File: src/rtl/hr_dma_arbiter.sv
// hr_dma_arbiter
//   Shares the banked high-RAM window (four 8-bit SRAMs, chip chosen by
//   bank[7:6], page by bank[5:0], 13-bit offset) between the 65C02 and a DMA
//   requester. The CPU is halted through RDY at a bus-cycle boundary. The bus
//   is then taken and timed SRAM cycles are run for the requester. Bursts are
//   capped so the CPU always gets a bus cycle between two grants.
//
// Ports
//   clk, rst            clock, synchronous active-low reset
//   cyc_end             strobe on the last clock of every CPU bus cycle
//   cpu_bank            CPU bank register (page bits used while CPU owns bus)
//   dma_req/we/bank/addr/wdata   request; held until dma_ack
//   dma_gnt, dma_ack, dma_rdata  grant, completion pulse, read data
//   cpu_rdy, bus_dma    CPU RDY, bus ownership (1 = DMA drives bus)
//   hr_adr, hr_dout, hr_din, hr_cs_n, hr_we_n, hr_oe_n, rbank   SRAM side
module hr_dma_arbiter #(
  parameter int ACC_CYCLES = 3,
  parameter int MAX_BURST  = 16
) (
  input  logic        clk,
  input  logic        rst,
  input  logic        cyc_end,
  input  logic [7:0]  cpu_bank,
  input  logic        dma_req,
  input  logic        dma_we,
  input  logic [7:0]  dma_bank,
  input  logic [12:0] dma_addr,
  input  logic [7:0]  dma_wdata,
  output logic        dma_gnt,
  output logic        dma_ack,
  output logic [7:0]  dma_rdata,
  output logic        cpu_rdy,
  output logic        bus_dma,
  output logic [12:0] hr_adr,
  output logic [7:0]  hr_dout,
  input  logic [7:0]  hr_din,
  output logic [3:0]  hr_cs_n,
  output logic        hr_we_n,
  output logic        hr_oe_n,
  output logic [5:0]  rbank
);

  localparam int ACC_W   = $clog2(ACC_CYCLES + 1);
  localparam int BURST_W = $clog2(MAX_BURST + 1);
  localparam logic [ACC_W-1:0]   ACC_LAST   = ACC_W'(ACC_CYCLES - 1);
  // Last access clock on which the write strobe is still low.
  localparam logic [ACC_W-1:0]   WE_LAST    = ACC_W'(ACC_CYCLES - 2);
  localparam logic [BURST_W-1:0] BURST_LAST = BURST_W'(MAX_BURST - 1);

  typedef enum logic [2:0] {
    IDLE,
    HALT,
    TURN,
    ACCESS,
    ACK,
    RELEASE
  } state_t;

  state_t               state;
  logic [ACC_W-1:0]     accCnt;
  logic [BURST_W-1:0]   burstCnt;
  logic                 holdoff;
  logic                 limitHit;
  logic                 reqLat;
  logic [7:0]           bankLat;
  logic [12:0]          addrLat;
  logic                 weLat;
  logic [7:0]           wdataLat;
  logic                 burstMore;
  logic                 latchEn;
  logic                 unusedCpuBankHi;

  function automatic logic [3:0] csDecode(input logic [1:0] sel);
    csDecode = ~(4'b0001 << sel);
  endfunction

  // Another access fits in this grant only if a request is pending and the
  // burst cap has not been reached.
  assign burstMore = dma_req && (burstCnt != BURST_LAST);
  assign latchEn   = ((state == HALT) && cyc_end) || ((state == ACK) && burstMore);

  // Request fields are captured when the bus is taken and at each chained ack.
  always_ff @(posedge clk) begin
    if (latchEn) begin
      bankLat  <= dma_bank;
      addrLat  <= dma_addr;
      weLat    <= dma_we;
      wdataLat <= dma_wdata;
    end
  end

  assign hr_adr  = addrLat;
  assign hr_dout = wdataLat;
  assign rbank   = bus_dma ? bankLat[5:0] : cpu_bank[5:0];
  assign unusedCpuBankHi = ^cpu_bank[7:6];

  always_ff @(posedge clk) begin
    if (!rst) begin
      state     <= IDLE;
      cpu_rdy   <= 1'b1;
      bus_dma   <= 1'b0;
      dma_gnt   <= 1'b0;
      dma_ack   <= 1'b0;
      dma_rdata <= '0;
      hr_cs_n   <= 4'hF;
      hr_we_n   <= 1'b1;
      hr_oe_n   <= 1'b1;
      accCnt    <= '0;
      burstCnt  <= '0;
      holdoff   <= 1'b0;
      limitHit  <= 1'b0;
      reqLat    <= 1'b0;
    end else begin
      dma_ack <= 1'b0;
      if (cyc_end) holdoff <= 1'b0;
      case (state)
        IDLE: begin
          if (dma_req && !holdoff) begin
            state   <= HALT;
            cpu_rdy <= 1'b0;
          end
        end
        HALT: begin
          if (cyc_end) begin
            state    <= TURN;
            bus_dma  <= 1'b1;
            dma_gnt  <= 1'b1;
            burstCnt <= '0;
            reqLat   <= dma_req;
          end
        end
        TURN: begin
          // A request withdrawn during HALT still costs the turnaround but
          // hands the bus straight back without an access.
          if (reqLat) begin
            state   <= ACCESS;
            accCnt  <= '0;
            hr_cs_n <= csDecode(bankLat[7:6]);
            hr_we_n <= !weLat;
            hr_oe_n <= weLat;
          end else begin
            state    <= RELEASE;
            bus_dma  <= 1'b0;
            dma_gnt  <= 1'b0;
            limitHit <= 1'b0;
          end
        end
        ACCESS: begin
          if (accCnt == ACC_LAST) begin
            state   <= ACK;
            accCnt  <= '0;
            hr_cs_n <= 4'hF;
            hr_we_n <= 1'b1;
            hr_oe_n <= 1'b1;
            dma_ack <= 1'b1;
            if (!weLat) dma_rdata <= hr_din;
          end else begin
            accCnt <= accCnt + 1'b1;
            // Write strobe rises one clock early so address/data hold past it.
            if (accCnt == WE_LAST) hr_we_n <= 1'b1;
          end
        end
        ACK: begin
          burstCnt <= burstCnt + 1'b1;
          if (burstMore) begin
            state   <= ACCESS;
            accCnt  <= '0;
            hr_cs_n <= csDecode(dma_bank[7:6]);
            hr_we_n <= !dma_we;
            hr_oe_n <= dma_we;
          end else begin
            state    <= RELEASE;
            bus_dma  <= 1'b0;
            dma_gnt  <= 1'b0;
            // A request still pending here means the cap ended the burst.
            limitHit <= dma_req;
          end
        end
        RELEASE: begin
          state   <= IDLE;
          cpu_rdy <= 1'b1;
          if (limitHit) holdoff <= 1'b1;
        end
        default: state <= IDLE;
      endcase
    end
  end

endmodule

File: config.mk
export PLATFORM = sky130hd
export DESIGN_NAME = hr_dma_arbiter
export DESIGN_NICKNAME = d
export VERILOG_FILES = /design/src/rtl/hr_dma_arbiter.sv
export SDC_FILE = /design/constraint.sdc
export NUM_CORES = 1
export LEC_CHECK = 0
export CAP_MARGIN = 0
export CORE_ASPECT_RATIO = 0.75
export CORE_MARGIN = 8
export CORE_UTILIZATION = 43
export DETAILED_ROUTE_END_ITERATION = 12
export PLACE_DENSITY = 0.79
export SLEW_MARGIN = 5
export SYNTH_ARGS = -nofsm -noshare
export SYNTH_HDL_FRONTEND = slang
export SYNTH_SLANG_ARGS = --single-unit
export TNS_END_PERCENT = 10
File: constraint.sdc
create_clock -name clk -period 4.2 [get_ports clk]
set_input_delay 0.63 -clock clk [delete_from_list [all_inputs] [get_ports clk]]
set_output_delay 0.63 -clock clk [all_outputs]
set_load 0.01 [all_outputs]
# ---- Word level (Yosys, flattened, before mapping)
# Index checks and enable logic that the tools add are counted.
dict set report word_totals {
  regBits 60
  input_bits 50
  out_inout_bits 45
}
dict set report classes {
  eq_ne 16
  mux 38
  reduce_logical 25
  add_sub_neg 2
  shift 2
  n_bitwise 3
}
# operator n
set op_table {}
lappend op_table {{$mux W1} 16}
lappend op_table {{$mux W3} 5}
lappend op_table {{$pmux W3 S5} 1}
lappend op_table {{$ne A2 B2 Y1 const B} 7}
lappend op_table {{$mux W4} 3}
lappend op_table {{$pmux W4 S3} 1}
lappend op_table {{$reduce_and A3 Y1} 4}
lappend op_table {{$reduce_and A4 Y1} 3}
lappend op_table {{$pmux W5 S2} 1}
lappend op_table {{$pmux W1 S3} 3}
lappend op_table {{$not A4 Y4} 2}
lappend op_table {{$reduce_and A2 Y1} 4}
lappend op_table {{$shl A1 B2 Y4 const A} 2}
lappend op_table {{$eq A3 B2 Y1 const B} 2}
lappend op_table {{$eq A3 B3 Y1 const B} 2}
lappend op_table {{$mux W2} 3}
lappend op_table {{$mux W6} 1}
lappend op_table {{$pmux W2 S3} 1}
lappend op_table {{$reduce_bool A2 Y1} 3}
lappend op_table {{$reduce_bool A3 Y1} 2}
lappend op_table {{$add A5 B1 Y5 const B} 1}
lappend op_table {{$mux W5} 1}
lappend op_table {{$ne A5 B4 Y1 const B} 1}
lappend op_table {{$logic_and A1 B1 Y1} 4}
lappend op_table {{10 further kinds} 13}

# ---- Depth between registers and ports, before layout
# Gate-level depths: netlist of the first run.
dict set report logic_depth {
  word_depth 4
  ltp_mapped 7
  ltp_nobuf 7
}

# ---- Worst setup path after synthesis of the first run
# OpenSTA, ideal clock, no wires.
dict set report synth_path {
  path_type {register -> register}
  startpoint {reg burstCnt[0]}
  endpoint {reg bankLat[0], enable pin}
  setup_slack_ps 1189
  required_time_ps 3772
  arrival_ps 2583
  stages_incl_launch_ff 6
  path_buffers 0
  cell_sequence {dfxtp_1 > ha_1 > and3_1 > ha_1 > nand2b_1 > o22ai_1}
}
dict set report synth_via {
  elab_chain_cells 4
}
# element line_no
set synth_rtl {}
lappend synth_rtl {{start: declaration} 61} ;# logic [BURST_W-1:0] burstCnt;
lappend synth_rtl {{start signal: assignment} 164} ;# burstCnt <= burstCnt + 1'b1;
lappend synth_rtl {{$ne A5 B4 Y1} 79} ;# assign burstMore = dma_req && (burstCnt != BURST_LAST);
lappend synth_rtl {{$logic_and A1 B1 Y1} 79}
lappend synth_rtl {{$logic_and A1 B1 Y1} 80} ;# assign latchEn = ((state == HALT) && cyc_end) || ((state == ACK) && burstMore);
lappend synth_rtl {{$logic_or A1 B1 Y1} 80}
lappend synth_rtl {{named net latchEn} 70} ;# logic latchEn;
lappend synth_rtl {{end signal: assignment} 85} ;# bankLat <= dma_bank;
lappend synth_rtl {{end: declaration} 65} ;# logic [7:0] bankLat;
# The timed path passes the listed nets, and every way through them passes these cells.
# A chain may end at the register's enable or synchronous reset.

# ---- Worst setup path in the final report of the first run
dict set report layout_path {
  startpoint {in cpu_bank[1]}
  endpoint {out rbank[1]}
}
dict set report layout_via {
  elab_chain_cells 1
}
# element line_no
set layout_rtl {}
lappend layout_rtl {{start: declaration} 23} ;# input logic [7:0] cpu_bank,
lappend layout_rtl {{$mux W6} 94} ;# assign rbank = bus_dma ? bankLat[5:0] : cpu_bank[5:0];
lappend layout_rtl {{end: declaration} 40} ;# output logic [5:0] rbank
# Every way passes these cells.

==> flow_summary.toml, run 1 <==
[timing]
slew_violations = 0
hold_viol_final = 0
slew-limit-headroom_pct = 15.60
rsz0062_at_grt = "false"
finalWorstSetupSlack_ps = 1753
fin_crit_ps = 2447
period_share_pct = 58.26
setup_viol = 0
finClkSkew_ps = 5.360
worstMarginPinSlew_ps = 1263
fin_setup_tns_ps = 0
whs_ps = 471.3
fmax_mhz = 408.7

[global_route]
grt_pass1_wl_microns = 10100
track_usage_pct = 15.36
antenna_found_initial = 0
grt_max_degree = 30
gr-total-overflow = 0
grt_pass1_vias = 1919

[synth]
synth_area_sq_um = 2474
syn_inst = 199
synth.area.top_cells = "edfxtp_1, dfxtp_1, mux2i_1"
synth-warning-count = 0
seq_area_frac_synth_pct = 60.70
synth.distinct_cells = 48
ys_ff_latch = 60
synthFlopType = "edfxtp_1"
async_reset_ff_share_pct = 0
postSynthNetCount = 254
yosysTopAreaCell = "edfxtp_1"
synth.top_cell.area_share_pct = 36.42
synth-edff-count = 30
syn-mean-instance-area_sq_um = 12.43

[clock_network]
cts_buffers = 9
worstSkewPairLatency_ps = 340
clkTransAtPathRegs_ps = 60
ctsHtreeMaxLevel = 3
tritoncts = "done"
cts.path.max_buffers = 2
cts_resized = 0
ctsHoldBuffers = 0
clock-sinks = 60
post-cts-setup-buffers = 0
clockRootBuffer = "clkbuf_8"

[setup_path]
worstSetupPathType = "primary input to output pin"
reg2reg_slack_ps = 1950
cpMaxStageDelayCell = "clkdlybuf4s50_1"
path_cells = "clkdlybuf4s50_1 > mux2_2 > clkdlybuf4s50_1"
cp_data_arrival_time_ps = 1820
cp-start-kind = "primary input"
slowest_delay_ps = 500
worstSetupEndpointType = "output pin"
cp_max_fo = 1
cp_num_buf_inv = 2
path_common_cell = "clkdlybuf4s50_1"
cp_top_family = "buffers and inverters"
worstPathRequired_ps = 3570

[worst_hold_path]
min_path_type = "flip-flop to flip-flop"

[detailed_routing]
ant_nets = 0
dr.pass1.iters = 4
vias = 1866
drt_iter0_drc = 105
routed_wl_microns = 6167
drc_errors = 0
routedWlPerCell_microns = 16.49
routed_via_density = 4.989

[placement]
routabilityCongestion = 0.7638
port_buffers = 92
dp_hpwl_microns = 4433
dp_slack_ps = 1782

[die]
die_w_microns = 103.6
die-area_sq_um = 8461
io_pins = 95
start_util_pct = 43.58
placementRows = 24
die_y_microns = 81.69
core-area_sq_um = 5675

[power]
ir_drop_mv = 0.2042
p_leak_uw = 0.001275
power_uw = 1327
power.density_nw_per_um2 = 364.6

[final_layout]
antenna_cells = 0
layout-area-overhead-vs-synth_pct = 47.19
finalNetCount = 346
layout-drive-gt1-share_pct = 9.797

[job]
drv_cap = 0

[run_status]
status = "finished, final reports clean"
worst paths after layout:
kind / start / to / depth (start not counted)
worst max-delay path: cpu_bank[1] / rbank[1] / 3
worst min-delay path: burstCnt[3] / burstCnt[3] / 1
worst max register to register: state[2] / limitHit / 4
worst min register to register: burstCnt[3] / burstCnt[3] / 1
routing by layer:
layer	up-vias	routed length [microns]	global-route usage, %
met5	-	0	0
met4	0	49	7.007
met3	4	355	5.564
met2	55	3243	27.46
met1	891	2518	16.33
li1	916	-	-
layout by cell type, fill, tap and decap left out, drive strengths merged, types with 6 or more instances in the layout:
cell	Yosys	routed
o21ai	8	8
clkdlybuf4s50	0	92
clkbuf	5	10
mux2	6	6
mux2i	9	9
dfxtp	30	30
edfxtp	30	30
a21oi	6	6
nand2b	8	8
nor2b	13	13
nor2	7	7
inv	8	8
synthesized netlist by cell type, types with 6 or more instances:
cell type	count
a21oi_1	6
dfxtp_1	30
edfxtp_1	30
inv_1	8
mux2_2	6
mux2i_1	9
nand2b_1	8
nor2_1	7
nor2b_1	13
o21ai_0	6
registers in the layout, summed over array words and instances, names as in the netlist, 2 cells and up:
signal     count
burstCnt       5
hr_dout        8
state          3
dma_rdata      8
hr_cs_n        4
accCnt         2
bankLat        8
hr_adr        13
worst register-to-register path, cell delays in order (launching register included):
cell and delay (ps):
dfxtp_1 550, nor3b_1 1050, nand2_1 110, or3_1 340, a21boi_1 130
where the power goes:
part           switching [uW]  leakage (uW)  internal [uW]
sequential               19.7      0.000519            642
combinational            65.8      0.000653           99.8
clock                     216      0.000103            283
total                     302       0.00127           1030
kinds of logic (layout without fill, tap and decap cells):
kind of cell,after synthesis,in the layout,share of synthesized area (%)
flip-flops,60,60,60.70
AND/OR/NAND/NOR,54,54,12.95
AO/OA/AOI/OAI,45,45,13.76
buffers and inverters,20,117,3.693
multiplexers,15,15,6.373
adder cells (fa/ha/maj),5,5,2.529
stage by stage:
stage                     area, sq um  utilization [%]  std cells
final                            3641            64.15        374
after global routing             3641            64.15        374
after CTS                        3641            64.15        374
after detailed placement         3450            60.78        358
after global placement           3450            60.78        358
after floorplan                  2474                -        199
cell type report:
cell class                 count  area [sq um]
inverter                       8         30.03
multi-input combinational    119         892.1
tap                           78         97.59
clock inverter                 6         53.80
timing repair buffer          93         928.4
clock buffer                  10         137.6
sequential                    60          1501
fill                         460          2034
No activity file was read; power rests on OpenSTA's default activity.
==> run 2, diff against run 1 <==
CORE_UTILIZATION = 39   (was 43)
PLACE_DENSITY = 0.75   (was 0.79)
clock period = 2 ns   (was 4.2 ns; I/O delays follow)
==> flow_summary.toml, run 2 (same netlist as run 1, synthesis figures left out) <==
[detailed_routing]
routed_via_density = 4.896
dr.pass1.iters = 4
routedWlPerCell_microns = 15.94
ant_nets = 0
vias = 1885
drt_iter0_drc = 78
drc_errors = 0
routed_wl_microns = 6136

[clock_network]
ctsHoldBuffers = 0
worstSkewPairLatency_ps = 340
ctsHtreeMaxLevel = 3
tritoncts = "done"
cts_buffers = 9
clockRootBuffer = "clkbuf_8"
clock-sinks = 60
clkTransAtPathRegs_ps = 60
cts.path.max_buffers = 2

[die]
io_pins = 95
start_util_pct = 39.74
placementRows = 25
core-area_sq_um = 6225
die_y_microns = 84.97
die-area_sq_um = 9173
die_w_microns = 108.0

[worst_hold_path]
min_path_type = "flip-flop to flip-flop"
holdPathStages = 1
holdPathEnd = "burstCnt[3]"
hp-start = "burstCnt[3]"

[timing]
fmax_mhz = 522.6
hold_viol_final = 0
worstMarginPinSlew_ps = 413.7
slew_violations = 0
rsz0062_at_grt = "false"
setup_viol = 0
whs_ps = 474.7
fin_setup_tns_ps = 0
slew-limit-headroom_pct = 72.42
fin_crit_ps = 1913
finClkSkew_ps = 9.044
period_share_pct = 95.67

[setup_path]
worstSetupEndpointType = "output pin"
cpMaxStageDelayCell = "clkdlybuf4s50_1"
worstSetupPathType = "flip-flop to output pin"
cp-start-kind = "flip-flop"
worstPathRequired_ps = 1700
r2r_end = "hr_cs_n[3]"
path_cells = "mux2_2 > clkdlybuf4s50_1"
cp_top_family = "buffers and inverters"
slowest_delay_ps = 490
cp_data_arrival_time_ps = 1610
cp_max_fo = 9
reg2reg_slack_ps = 140
reg2regPathDepth = 7
r2r-start = "burstCnt[0]"
cp_num_buf_inv = 1

[final_layout]
final_util_pct = 59.92
finalNetCount = 354
layout-area-overhead-vs-synth_pct = 50.78
largest_register_ffs = 13
layout_commonest_cell = "clkdlybuf4s50_1"
antenna_cells = 0
layout-drive-gt1-share_pct = 11.84
mostFrequentLayoutCells = "clkdlybuf4s50_1, edfxtp_1, dfxtp_1, nor2b_1, clkbuf_8"

[placement]
dp_hpwl_microns = 4618
port_buffers = 92
routabilityCongestion = 0.7637

[job]
drv_cap = 0

[global_route]
gr-total-overflow = 0
grt_pass1_wl_microns = 9887
antenna_found_initial = 0
track_usage_pct = 13.84
grt_pass1_vias = 1843
grt_max_degree = 30

[power]
ir_drop_mv = 0.4314
power_uw = 2815
p_leak_uw = 0.001312
power.density_nw_per_um2 = 754.7

[run_status]
status = "finished, final reports clean"
-- run 2: changes by cell type in the layout (fill, tap and decap cells not counted), sizes merged --
cell | previous run | this run
clkinv | 5 | 2
clkbuf | 10 | 13
buf | 1 | 9
-- run 2: through the flow --
step,worst slack (ps),instance area [sq um],cells
floorplan,43.60,2495,199
global placement,183.5,3541,369
detailed placement,148.4,3541,369
CTS,62.22,3730,385
global route,7.075,3730,385
finish,86.66,3730,385
-- run 2: how the worst max path moves through the flow --
| stage | start | endpoint | slack, ps | cells past startpoint |
|---|---|---|---|---|
| final | bus_dma | rbank[1] | 90 | 2 |
| after global routing | bus_dma | rbank[4] | 7 | 2 |
| after CTS | bus_dma | rbank[1] | 60 | 2 |
| after detailed placement | burstCnt[0] | hr_cs_n[3] | 150 | 7 |
| after global placement | burstCnt[0] | hr_cs_n[3] | 180 | 7 |
| after floorplan | burstCnt[0] | bankLat[0] | 40 | 5 |
-- run 2: report_power, final --
part	total [uW]	switching, uW	internal, uW
registers	1370	23.0	1350
logic	388	161	227
clock network	1050	450	605
-- run 2: worst register-to-register path: cells and delay by family, from the launching register on --
| kind | cells | cell delay, ps |
|---|---|---|
| and+or+nand+nor | 3 | 540 |
| AOI/OAI and AO/OA | 2 | 470 |
| adders and majority gates | 2 | 410 |
| DFF | 1 | 340 |
-- run 2: timing repair --
item / 4_1_cts / 5_1_grt
endpoints found under the setup margin: 6 / 0
resized for setup: 1 / 0
setup buffers: 0 / 0
-- run 2: layer usage --
metal | global-route usage (%) | vias to the layer above | routed length [microns]
met2 | 22.62 | 58 | 3037
li1 | - | 931 | -
met5 | 0 | - | 0
met1 | 15.73 | 889 | 2719
met3 | 5.148 | 7 | 310
met4 | 6.030 | 0 | 68
-- run 2: layout make-up --
type	count	area [sq um]
Multi-Input combinational cell	119	907.1
Tap cell	81	101.3
Fill cell	510	2495
Clock buffer	13	148.9
Clock inverter	3	38.79
Sequential cell	60	1503
Timing Repair Buffer	101	1001
Inverter	8	30.03
